--- config.mk ---
export PLATFORM = sky130hd
export DESIGN_NAME = counter_sequencer
export DESIGN_NICKNAME = d
export VERILOG_FILES = /design/src/rtl/counter_sequencer_pkg.sv /design/src/rtl/counter_sequencer_rate_divider.sv /design/src/rtl/counter_sequencer.sv
export SDC_FILE = /design/constraint.sdc
export NUM_CORES = 1
export LEC_CHECK = 0
export CAP_MARGIN = 5
export CORE_ASPECT_RATIO = 1.2
export CORE_MARGIN = 2
export CORE_UTILIZATION = 41
export CTS_CLUSTER_DIAMETER = 120
export DETAILED_ROUTE_END_ITERATION = 16
export GPL_TIMING_DRIVEN = 0
export PLACE_DENSITY = 0.73
export SLEW_MARGIN = 30
export SYNTH_ARGS = -nofsm -noshare
export SYNTH_HDL_FRONTEND = slang
export SYNTH_SLANG_ARGS = --single-unit
--- constraint.sdc ---
create_clock -name clk -period 4.4 [get_ports clk]
set_input_delay 1.1 -clock clk [delete_from_list [all_inputs] [get_ports clk]]
set_output_delay 1.1 -clock clk [all_outputs]
set_load 0.03 [all_outputs]
--- src/rtl/counter_sequencer_pkg.sv ---
// ----------------------------------------------------------------------------
// counter_seq_pkg
// Shared definitions for the display-counter sequencer: FSM state codes
// (also visible on the debug state output) and the rate_sel encodings.
// ----------------------------------------------------------------------------
package counter_seq_pkg;

  // FSM states; the numeric codes appear directly on the state output.
  typedef enum logic [2:0] {
    ST_IDLE  = 3'd0,
    ST_CLEAR = 3'd1,
    ST_RUN   = 3'd2,
    ST_PAUSE = 3'd3,
    ST_DONE  = 3'd4
  } state_t;

  // rate_sel codes: 0 ticks every clock, 1..3 select the divider reloads.
  localparam logic [1:0] RATE_CLK  = 2'd0;
  localparam logic [1:0] RATE_DIV1 = 2'd1;
  localparam logic [1:0] RATE_DIV2 = 2'd2;
  localparam logic [1:0] RATE_DIV3 = 2'd3;

endpackage

--- src/rtl/counter_sequencer_rate_divider.sv ---
// ----------------------------------------------------------------------------
// rate_divider
// Down-counter that produces a one-cycle tick every reload_val+1 active
// cycles. A reload_val of 0 ticks on every active cycle.
//
// Ports:
//   clk        system clock, rising edge
//   clr        asynchronous active-low reset (counter goes to 0)
//   load       load reload_val this cycle; no tick while loading
//   hold       freeze the counter; no tick while holding
//   reload_val value loaded on load and after each tick
//   tick       high for the active cycle in which the counter is at 0
// ----------------------------------------------------------------------------
module rate_divider #(
  parameter int DIV_W = 26
) (
  input  logic             clk,
  input  logic             clr,
  input  logic             load,
  input  logic             hold,
  input  logic [DIV_W-1:0] reload_val,
  output logic             tick
);

  logic [DIV_W-1:0] remaining;

  // reload_val is sampled at load and at each tick, so a rate change
  // takes effect at the next reload rather than mid-period.
  always_ff @(posedge clk or negedge clr) begin
    if (!clr) begin
      remaining <= '0;
    end else if (load) begin
      remaining <= reload_val;
    end else if (!hold) begin
      if (remaining == '0) begin
        remaining <= reload_val;
      end else begin
        remaining <= remaining - DIV_W'(1);
      end
    end
  end

  assign tick = !load && !hold && (remaining == '0);

endmodule

--- src/rtl/counter_sequencer.sv ---
// ----------------------------------------------------------------------------
// counter_sequencer
// Controller for the 8-bit display counter. Generates the counter's enable
// and clear strobes from start/stop/clear key pulses, paced by a selectable
// rate divider, and stops or wraps when the fed-back count reaches limit.
//
// Ports:
//   clk        system clock, rising edge
//   clr        asynchronous active-low reset
//   start      one-cycle pulse: start, or resume from pause
//   stop       one-cycle pulse: pause
//   clear_req  one-cycle pulse: clear the counter and go idle
//   wrap       1 = restart from 0 after limit, 0 = stop at limit
//   rate_sel   0 = tick every clk, 1..3 = DIV1..DIV3 reloads
//   limit      terminal count value
//   count      current counter value (feedback)
//   cnt_en     counter advances on the next rising edge when high
//   cnt_clr_n  active-low counter clear, also low throughout reset
//   busy       high in RUN or PAUSE
//   done       high in DONE
//   state      current FSM state code (debug)
// ----------------------------------------------------------------------------
module counter_sequencer #(
  parameter int DIV_W = 26,
  parameter int DIV1  = 49_999_999,
  parameter int DIV2  = 24_999_999,
  parameter int DIV3  = 12_499_999
) (
  input  logic       clk,
  input  logic       clr,
  input  logic       start,
  input  logic       stop,
  input  logic       clear_req,
  input  logic       wrap,
  input  logic [1:0] rate_sel,
  input  logic [7:0] limit,
  input  logic [7:0] count,
  output logic       cnt_en,
  output logic       cnt_clr_n,
  output logic       busy,
  output logic       done,
  output logic [2:0] state
);

  import counter_seq_pkg::*;

  state_t           cur_state;
  logic             next_run;
  logic             clr_pulse_n;
  logic [DIV_W-1:0] reload_val;
  logic             tick;
  logic             div_load;
  logic             div_hold;
  logic [7:0]       next_count;
  logic             at_limit;

  always_comb begin
    reload_val = '0;
    case (rate_sel)
      RATE_CLK:  reload_val = '0;
      RATE_DIV1: reload_val = DIV_W'(DIV1);
      RATE_DIV2: reload_val = DIV_W'(DIV2);
      RATE_DIV3: reload_val = DIV_W'(DIV3);
      default:   reload_val = '0;
    endcase
  end

  // The divider is armed while passing through CLEAR and only runs in RUN,
  // so PAUSE keeps the partial period for resume.
  assign div_load = (cur_state == ST_CLEAR);
  assign div_hold = (cur_state != ST_RUN);

  rate_divider #(
    .DIV_W(DIV_W)
  ) u_rate_divider (
    .clk       (clk),
    .clr       (clr),
    .load      (div_load),
    .hold      (div_hold),
    .reload_val(reload_val),
    .tick      (tick)
  );

  // cnt_en is registered, so an increment granted last cycle lands on the
  // same edge this cycle's decision is taken. Comparing count plus that
  // in-flight increment keeps back-to-back ticks from overshooting limit.
  assign next_count = count + {7'd0, cnt_en};
  assign at_limit   = (next_count == limit);

  // Priority every cycle is clear_req, then stop, then start/tick.
  // busy and done are updated on the transitions that change them.
  always_ff @(posedge clk or negedge clr) begin
    if (!clr) begin
      cur_state   <= ST_IDLE;
      next_run    <= 1'b0;
      cnt_en      <= 1'b0;
      clr_pulse_n <= 1'b1;
      busy        <= 1'b0;
      done        <= 1'b0;
    end else begin
      cnt_en      <= 1'b0;
      clr_pulse_n <= 1'b1;
      case (cur_state)
        ST_IDLE: begin
          if (clear_req) begin
            cur_state   <= ST_CLEAR;
            next_run    <= 1'b0;
            clr_pulse_n <= 1'b0;
          end else if (start) begin
            cur_state   <= ST_CLEAR;
            next_run    <= 1'b1;
            clr_pulse_n <= 1'b0;
          end
        end
        ST_CLEAR: begin
          if (clear_req || !next_run) begin
            cur_state <= ST_IDLE;
            next_run  <= 1'b0;
            busy      <= 1'b0;
          end else begin
            cur_state <= ST_RUN;
            busy      <= 1'b1;
          end
        end
        ST_RUN: begin
          if (clear_req) begin
            cur_state   <= ST_CLEAR;
            next_run    <= 1'b0;
            clr_pulse_n <= 1'b0;
            busy        <= 1'b0;
          end else if (stop) begin
            cur_state <= ST_PAUSE;
          end else if (tick) begin
            if (at_limit) begin
              if (wrap) begin
                cur_state   <= ST_CLEAR;
                next_run    <= 1'b1;
                clr_pulse_n <= 1'b0;
                busy        <= 1'b0;
              end else begin
                cur_state <= ST_DONE;
                busy      <= 1'b0;
                done      <= 1'b1;
              end
            end else begin
              cnt_en <= 1'b1;
            end
          end
        end
        ST_PAUSE: begin
          if (clear_req) begin
            cur_state   <= ST_CLEAR;
            next_run    <= 1'b0;
            clr_pulse_n <= 1'b0;
            busy        <= 1'b0;
          end else if (start) begin
            cur_state <= ST_RUN;
          end
        end
        ST_DONE: begin
          if (clear_req) begin
            cur_state   <= ST_CLEAR;
            next_run    <= 1'b0;
            clr_pulse_n <= 1'b0;
            done        <= 1'b0;
          end else if (start) begin
            cur_state   <= ST_CLEAR;
            next_run    <= 1'b1;
            clr_pulse_n <= 1'b0;
            done        <= 1'b0;
          end
        end
        default: begin
          cur_state <= ST_IDLE;
          next_run  <= 1'b0;
          busy      <= 1'b0;
          done      <= 1'b0;
        end
      endcase
    end
  end

  // Only the reset term is combinational so the counter clears with reset.
  assign cnt_clr_n = clr & clr_pulse_n;
  assign state     = cur_state;

endmodule

# Word level (Yosys, flattened, before mapping)
# Cells that the tools add are included.
[op_classes] addsub=2 multipliers=0 div_mod_pow=0 magnitude_cmp=0 n_eq_ne=26 shift=0 mux=53 bitwise_logic=3 reduce_logical=15
[op_table] cell="case mux 26 bit (4 select lines)" n=1
[op_table] cell="two-way mux 26 bit" n=3
[op_table] cell="two-way mux 1 bit" n=34
[op_table] cell="two-way mux 3 bit" n=9
[op_table] cell="logical NOT 26 bit" n=1
[op_table] cell="subtractor 26 x 1 -> 26 bit (second input constant)" n=1
[op_table] cell="!= test 3 bit (second input constant)" n=6
[op_table] cell="!= test 2 bit (second input constant)" n=7
[op_table] cell="AND reduction 7 bit" n=2
[op_table] cell="case mux 3 bit (4 select lines)" n=1
[op_table] cell="adder 8 x 1 -> 8 bit" n=1
[op_table] cell="equality test 8 bit" n=1
[op_table] cell="!= test 4 bit (second input constant)" n=2
[op_table] cell="case mux 1 bit (4 select lines)" n=2
[op_table] cell="equality test 3 x 2 -> 1 bit (second input constant)" n=2
[op_table] cell="case mux 1 bit (3 select lines)" n=2
[op_table] cell="AND reduction 5 bit" n=1
[op_table] cell="equality test 2 bit (second input constant)" n=2
[op_table] cell="AND reduction 4 bit" n=1
[op_table] cell="equality test 3 x 1 -> 1 bit (second input constant)" n=1
[op_table] cell="equality test 3 bit (second input constant)" n=1
[op_table] cell="logical NOT 1 bit" n=3
[op_table] cell="logical NOT 3 bit" n=1
[op_table] cell="!= test 3 x 1 -> 1 bit (second input constant)" n=1
[op_table] cell="11 further kinds" n=13
[word_totals] ff_bits=34 latchBits=0 ram_bits=0 romBits=0 in_bits=24 output_inout_bits=7 word_cells=106 memories=0

# Depth between registers and ports, before layout
[logic_depth] ltp_word=8 depth_mapped=10 depth_no_buf=8

# Modules after synthesis
# Synthesis repeated with hierarchy kept, for this count alone.
[unflattened] cells_unflattened=303 area_unflattened_um2=2538.7
[modules_own_cells] module="rate_divider" n_inst=1 cells_each=200 area_each_um2=1676.6 seq_area_each_um2=650.6
[modules_own_cells] module="counter_sequencer" n_inst=1 cells_each=103 area_each_um2=862.1 seq_area_each_um2=201.4

# Worst setup path before layout
# OpenSTA, ideal clock, no wires.
[synth_timing] path_type="input -> register" from="input count[0]" to="register cur_state[1], in the netlist state[1]" setup_ns=0.131 arrival_time_ns=2.666 t_required_ns=4.269 path_slack_ns=1.602 stages=7 path_buffers=0 cell_sequence="ha_1 ha_1 xnor2_1 o2111ai_1 a211oi_4 nor2_1 or3_1"
[synth_via] elab_chain_cells=4
[synth_lines] item="from (decl)" line_no="counter_sequencer.sv:37" source="input logic [7:0] count,"
[synth_lines] item="adder 8 x 1 -> 8 bit" line_no="counter_sequencer.sv:87" source="assign next_count = count + {7'd0, cnt_en};"
[synth_lines] item="equality test 8 bit" line_no="counter_sequencer.sv:88" source="assign at_limit = (next_count == limit);"
[synth_lines] item="!= test 4 bit (no source line)"
[synth_lines] item="AND reduction 4 bit (no source line)"
[synth_lines] item="to (signal assigned)" line_no="counter_sequencer.sv:94" source="cur_state <= ST_IDLE;"
[synth_lines] item="to (signal assigned)" line_no="counter_sequencer.sv:106" source="cur_state <= ST_CLEAR;"
[synth_lines] item="to (signal assigned)" line_no="counter_sequencer.sv:110" source="cur_state <= ST_CLEAR;"
[synth_lines] item="to (decl)" line_no="counter_sequencer.sv:47" source="state_t cur_state;"
# Every way passes these cells.
# A chain may end at the register's enable or synchronous reset.

# Worst setup path after layout
[layout_timing] from="input clr" to="output cnt_clr_n"
[layout_via] elab_chain_cells=1
[layout_lines] item="from (decl)" line_no="counter_sequencer.sv:30" source="input logic clr,"
[layout_lines] item="bitwise AND 1 bit" line_no="counter_sequencer.sv:184" source="assign cnt_clr_n = clr & clr_pulse_n;"
[layout_lines] item="to (decl)" line_no="counter_sequencer.sv:39" source="output logic cnt_clr_n,"
# Every way passes these cells.

==> impl_metrics.env <==
export IMPL_status="completed"
export IMPL_layout_area_overhead_vs_synth_pct=21.2
export IMPL_synth_cell_types=60
export IMPL_cp_required_ns=3.30
export IMPL_critical_path_max_fanout=21
export IMPL_power_density_nw_per_um2=623
export IMPL_synth_ff_latch_count=34
export IMPL_pre_cts_slack_ns=0.810
export IMPL_pwr_share_comb_pct=53.2
export IMPL_wl_per_cell_um=15.9
export IMPL_irDropWorstVdd_mv=0.399
export IMPL_antenna_found_initial=0
export IMPL_cts_setup_buffers=0
export IMPL_grt_max_degree=22
export IMPL_cap_violations=0
export IMPL_grt_use_total_pct=21.5
export IMPL_cp_start_kind="input port"
export IMPL_clkTransAtPathRegs_ns=0.07
export IMPL_finalCritPeriodShare_pct=80.6
export IMPL_coreArea_um2=5930
export IMPL_first_iter_violations=163
export IMPL_dp_hpwl_um=4940
export IMPL_cts_repair_resized=0
export IMPL_arrival_ns=2.45
export IMPL_syn_inst=300
export IMPL_fin_skew_ns=0.00870
export IMPL_die_y_um=89.1
export IMPL_nets=369
export IMPL_max_freq_mhz=282
export IMPL_synth_edf_count=0
export IMPL_path_delay_family="buffers and inverters"
export IMPL_syn_nets=332
export IMPL_p_seq_share_pct=31.4
export IMPL_dr_pass1_iters=5
export IMPL_grt_pass1_vias=2459
export IMPL_drive_gt1_share_pct=7.99
export IMPL_reg2reg_from="u_rate_divider.remaining[0]"
export IMPL_p_switching_uw=889
export IMPL_cts_buffer_depth=2
export IMPL_relSlewSlack_pct=60.4
export IMPL_worst_slack_ns=0.852
export IMPL_min_path_type="flop to flop"
export IMPL_hold_start="u_rate_divider.remaining[13]"
export IMPL_initial_core_util_pct=41.7
export IMPL_critPathCaptureType="primary output"
export IMPL_wl_um=6680
export IMPL_syn_area_per_cell_um2=8.25
export IMPL_netSwitchingFraction_pct=47.5
export IMPL_vias_per_cell=5.97
export IMPL_nFillCells=597
export IMPL_report_final_setup_viol=0
export IMPL_path_buf_inv=3
export IMPL_intPower_uw=981
export IMPL_pwr_share_clk_pct=15.4
export IMPL_yosys_top_cells_area="dfrtp_1, o21ai_0, a21oi_1, nand2_1, ha_1"
export IMPL_die_area_um2=6680
export IMPL_grt_pass1_wl_um=11200
export IMPL_setup_tns_ns=0
export IMPL_hold_viol=0
export IMPL_overflow=0
export IMPL_diodes=0
export IMPL_clk_latency_ns=0.29
export IMPL_slowest_stage="clkdlybuf4s50_1"
export IMPL_num_vias=2508
export IMPL_syn_cell_area_um2=2470
export IMPL_rsz0062_at_grt="false"
export IMPL_synth_top_cell_area_share_pct=33.4
export IMPL_synth_top_cell_by_area="dfrtp_1"
export IMPL_antenna_left=0
export IMPL_crit_chain="buf_2 -> buf_16 -> and2_1 -> clkdlybuf4s50_1"
export IMPL_seq_area_um2=852
export IMPL_slew_viol_final=0
export IMPL_yosysWarnings=0
export IMPL_rows=31
export IMPL_p_leak_nw=1.13
export IMPL_cts_tree="built"
export IMPL_fin_crit_ns=3.55
export IMPL_whs_ns=0.521
export IMPL_io_buffers=29
export IMPL_multi_input_area_um2=1540
export IMPL_gp_congestion=0.886
export IMPL_ys_seq_area_share_pct=34.4
export IMPL_drc=0
export IMPL_worstMarginPinSlew_ns=0.588
export IMPL_die_w_um=74.9
export IMPL_cts_sinks=34
export IMPL_cts_hold_buf=0
export IMPL_htree_levels=2
export IMPL_synthFlopType="dfrtp_1"
export IMPL_worstSetupPathType="input port to primary output"
export IMPL_cts_buffers=5
export IMPL_max_stage_delay_ns=0.66
export IMPL_clockRootBuffer="clkbuf_8"
export IMPL_async_reset_ff_share_pct=100
export IMPL_ios=31
export IMPL_cp_startpoint="clr"
==> cell type report <==
cell class                 instances  area share (%)
tap                               82            3.42
buffer                            14            1.88
inverter                           7           0.876
clock buffer                       5            2.29
sequential                        34            28.4
clock inverter                     3            1.34
multi-input combinational        245            51.4
timing repair buffer              30            10.4
==> power by group through the flow <==
stage	clock network, mW	registers, mW	logic (mW)
final	0.289	0.587	0.994
after global routing	0.305	0.604	1.09
after CTS	0.295	0.582	0.982
after detailed placement	0	0.586	0.979
after global placement	0	0.581	0.953
after floorplan	0	0.575	0.688
==> final timing paths <==
check | depth (start not counted) | to | slack, ns
setup / recovery | 4 | cnt_clr_n | 0.85
hold / removal | 2 | u_rate_divider.remaining[13] | 0.52
setup reg to reg | 9 | u_rate_divider.remaining[25] | 1.75
hold reg to reg | 2 | u_rate_divider.remaining[13] | 0.52
max in group asynchronous | 2 | clr_pulse_n | 3.17
min in group asynchronous | 1 | u_rate_divider.remaining[0] | 0.72
==> tightest hold or removal path, stage by stage (launching register included) <==
cell	delay [ns]
dfrtp_1	0.34
o21ai_0	0.07
o21ai_0	0.07
==> layer usage <==
metal	up-vias	GRT usage, %	share of wire, %
met2	111	36.1	47
met4	0	9.25	2.9
met1	1174	26.5	43
li1	1205	-	-
met5	-	0	0
met3	18	4.28	7.3
==> per-stage QoR <==
stage	cell area, µm²	cells	total power, mW	util [%]
after floorplan	2470	300	1.26	-
after global placement	2870	411	1.53	48.3
after detailed placement	2890	412	1.57	48.7
after CTS	3000	420	1.86	50.5
after global routing	3000	420	2.00	50.5
final	3000	420	1.87	50.5
==> state kept, by name, indices dropped and copies added, names as in the netlist <==
signal	count
clr_pulse_n	1
u_rate_divider.remaining	26
busy	1
cnt_en	1
state	3
done	1
next_run	1
==> kinds of logic after synthesis <==
family | after synthesis | share of synthesized area, %
buffers and inverters | 21 | 3.34
xor gates and xnor gates | 8 | 2.83
AOI/OAI and AO/OA | 100 | 27.1
adders and majority gates | 8 | 4.04
DFF | 34 | 34.4
and+or+nand+nor | 129 | 28.3
==> cells in the mapped netlist (all sizes together), types with 4 or more instances <==
| cell type | n |
|---|---|
| ha | 8 |
| or2 | 5 |
| nand2b | 7 |
| nor2 | 23 |
| a21oi | 26 |
| inv | 7 |
| nor4 | 8 |
| o21ai | 29 |
| dfrtp | 33 |
| a22o | 4 |
| or3 | 4 |
| o311ai | 4 |
| nor3 | 16 |
| o21a | 4 |
| nand3 | 14 |
| or4 | 4 |
| a31oi | 4 |
| o31ai | 5 |
| xnor2 | 7 |
| clkbuf | 11 |
| nand2 | 31 |
==> layout by cell type (no fill, tap or decap), types with 3 or more instances in the layout <==
cell type,netlist,final
or3_1,4,4
a22o_1,4,4
nand2_1,31,31
or2_2,3,3
nand4_1,3,3
a31oi_1,4,4
clkbuf_8,0,5
xnor2_1,7,7
inv_1,7,7
nor2_1,23,23
or4_4,3,3
nor4b_1,3,3
clkdlybuf4s50_1,0,28
nor4_1,7,7
nand2b_1,7,7
o31ai_1,4,4
o21a_1,4,4
dfrtp_1,33,33
ha_1,8,8
buf_2,3,4
clkbuf_1,11,11
nor3_1,15,15
a21oi_1,26,26
nand3_1,13,13
o21ai_0,27,27
Note: power is estimated with default switching activity, not from simulation.
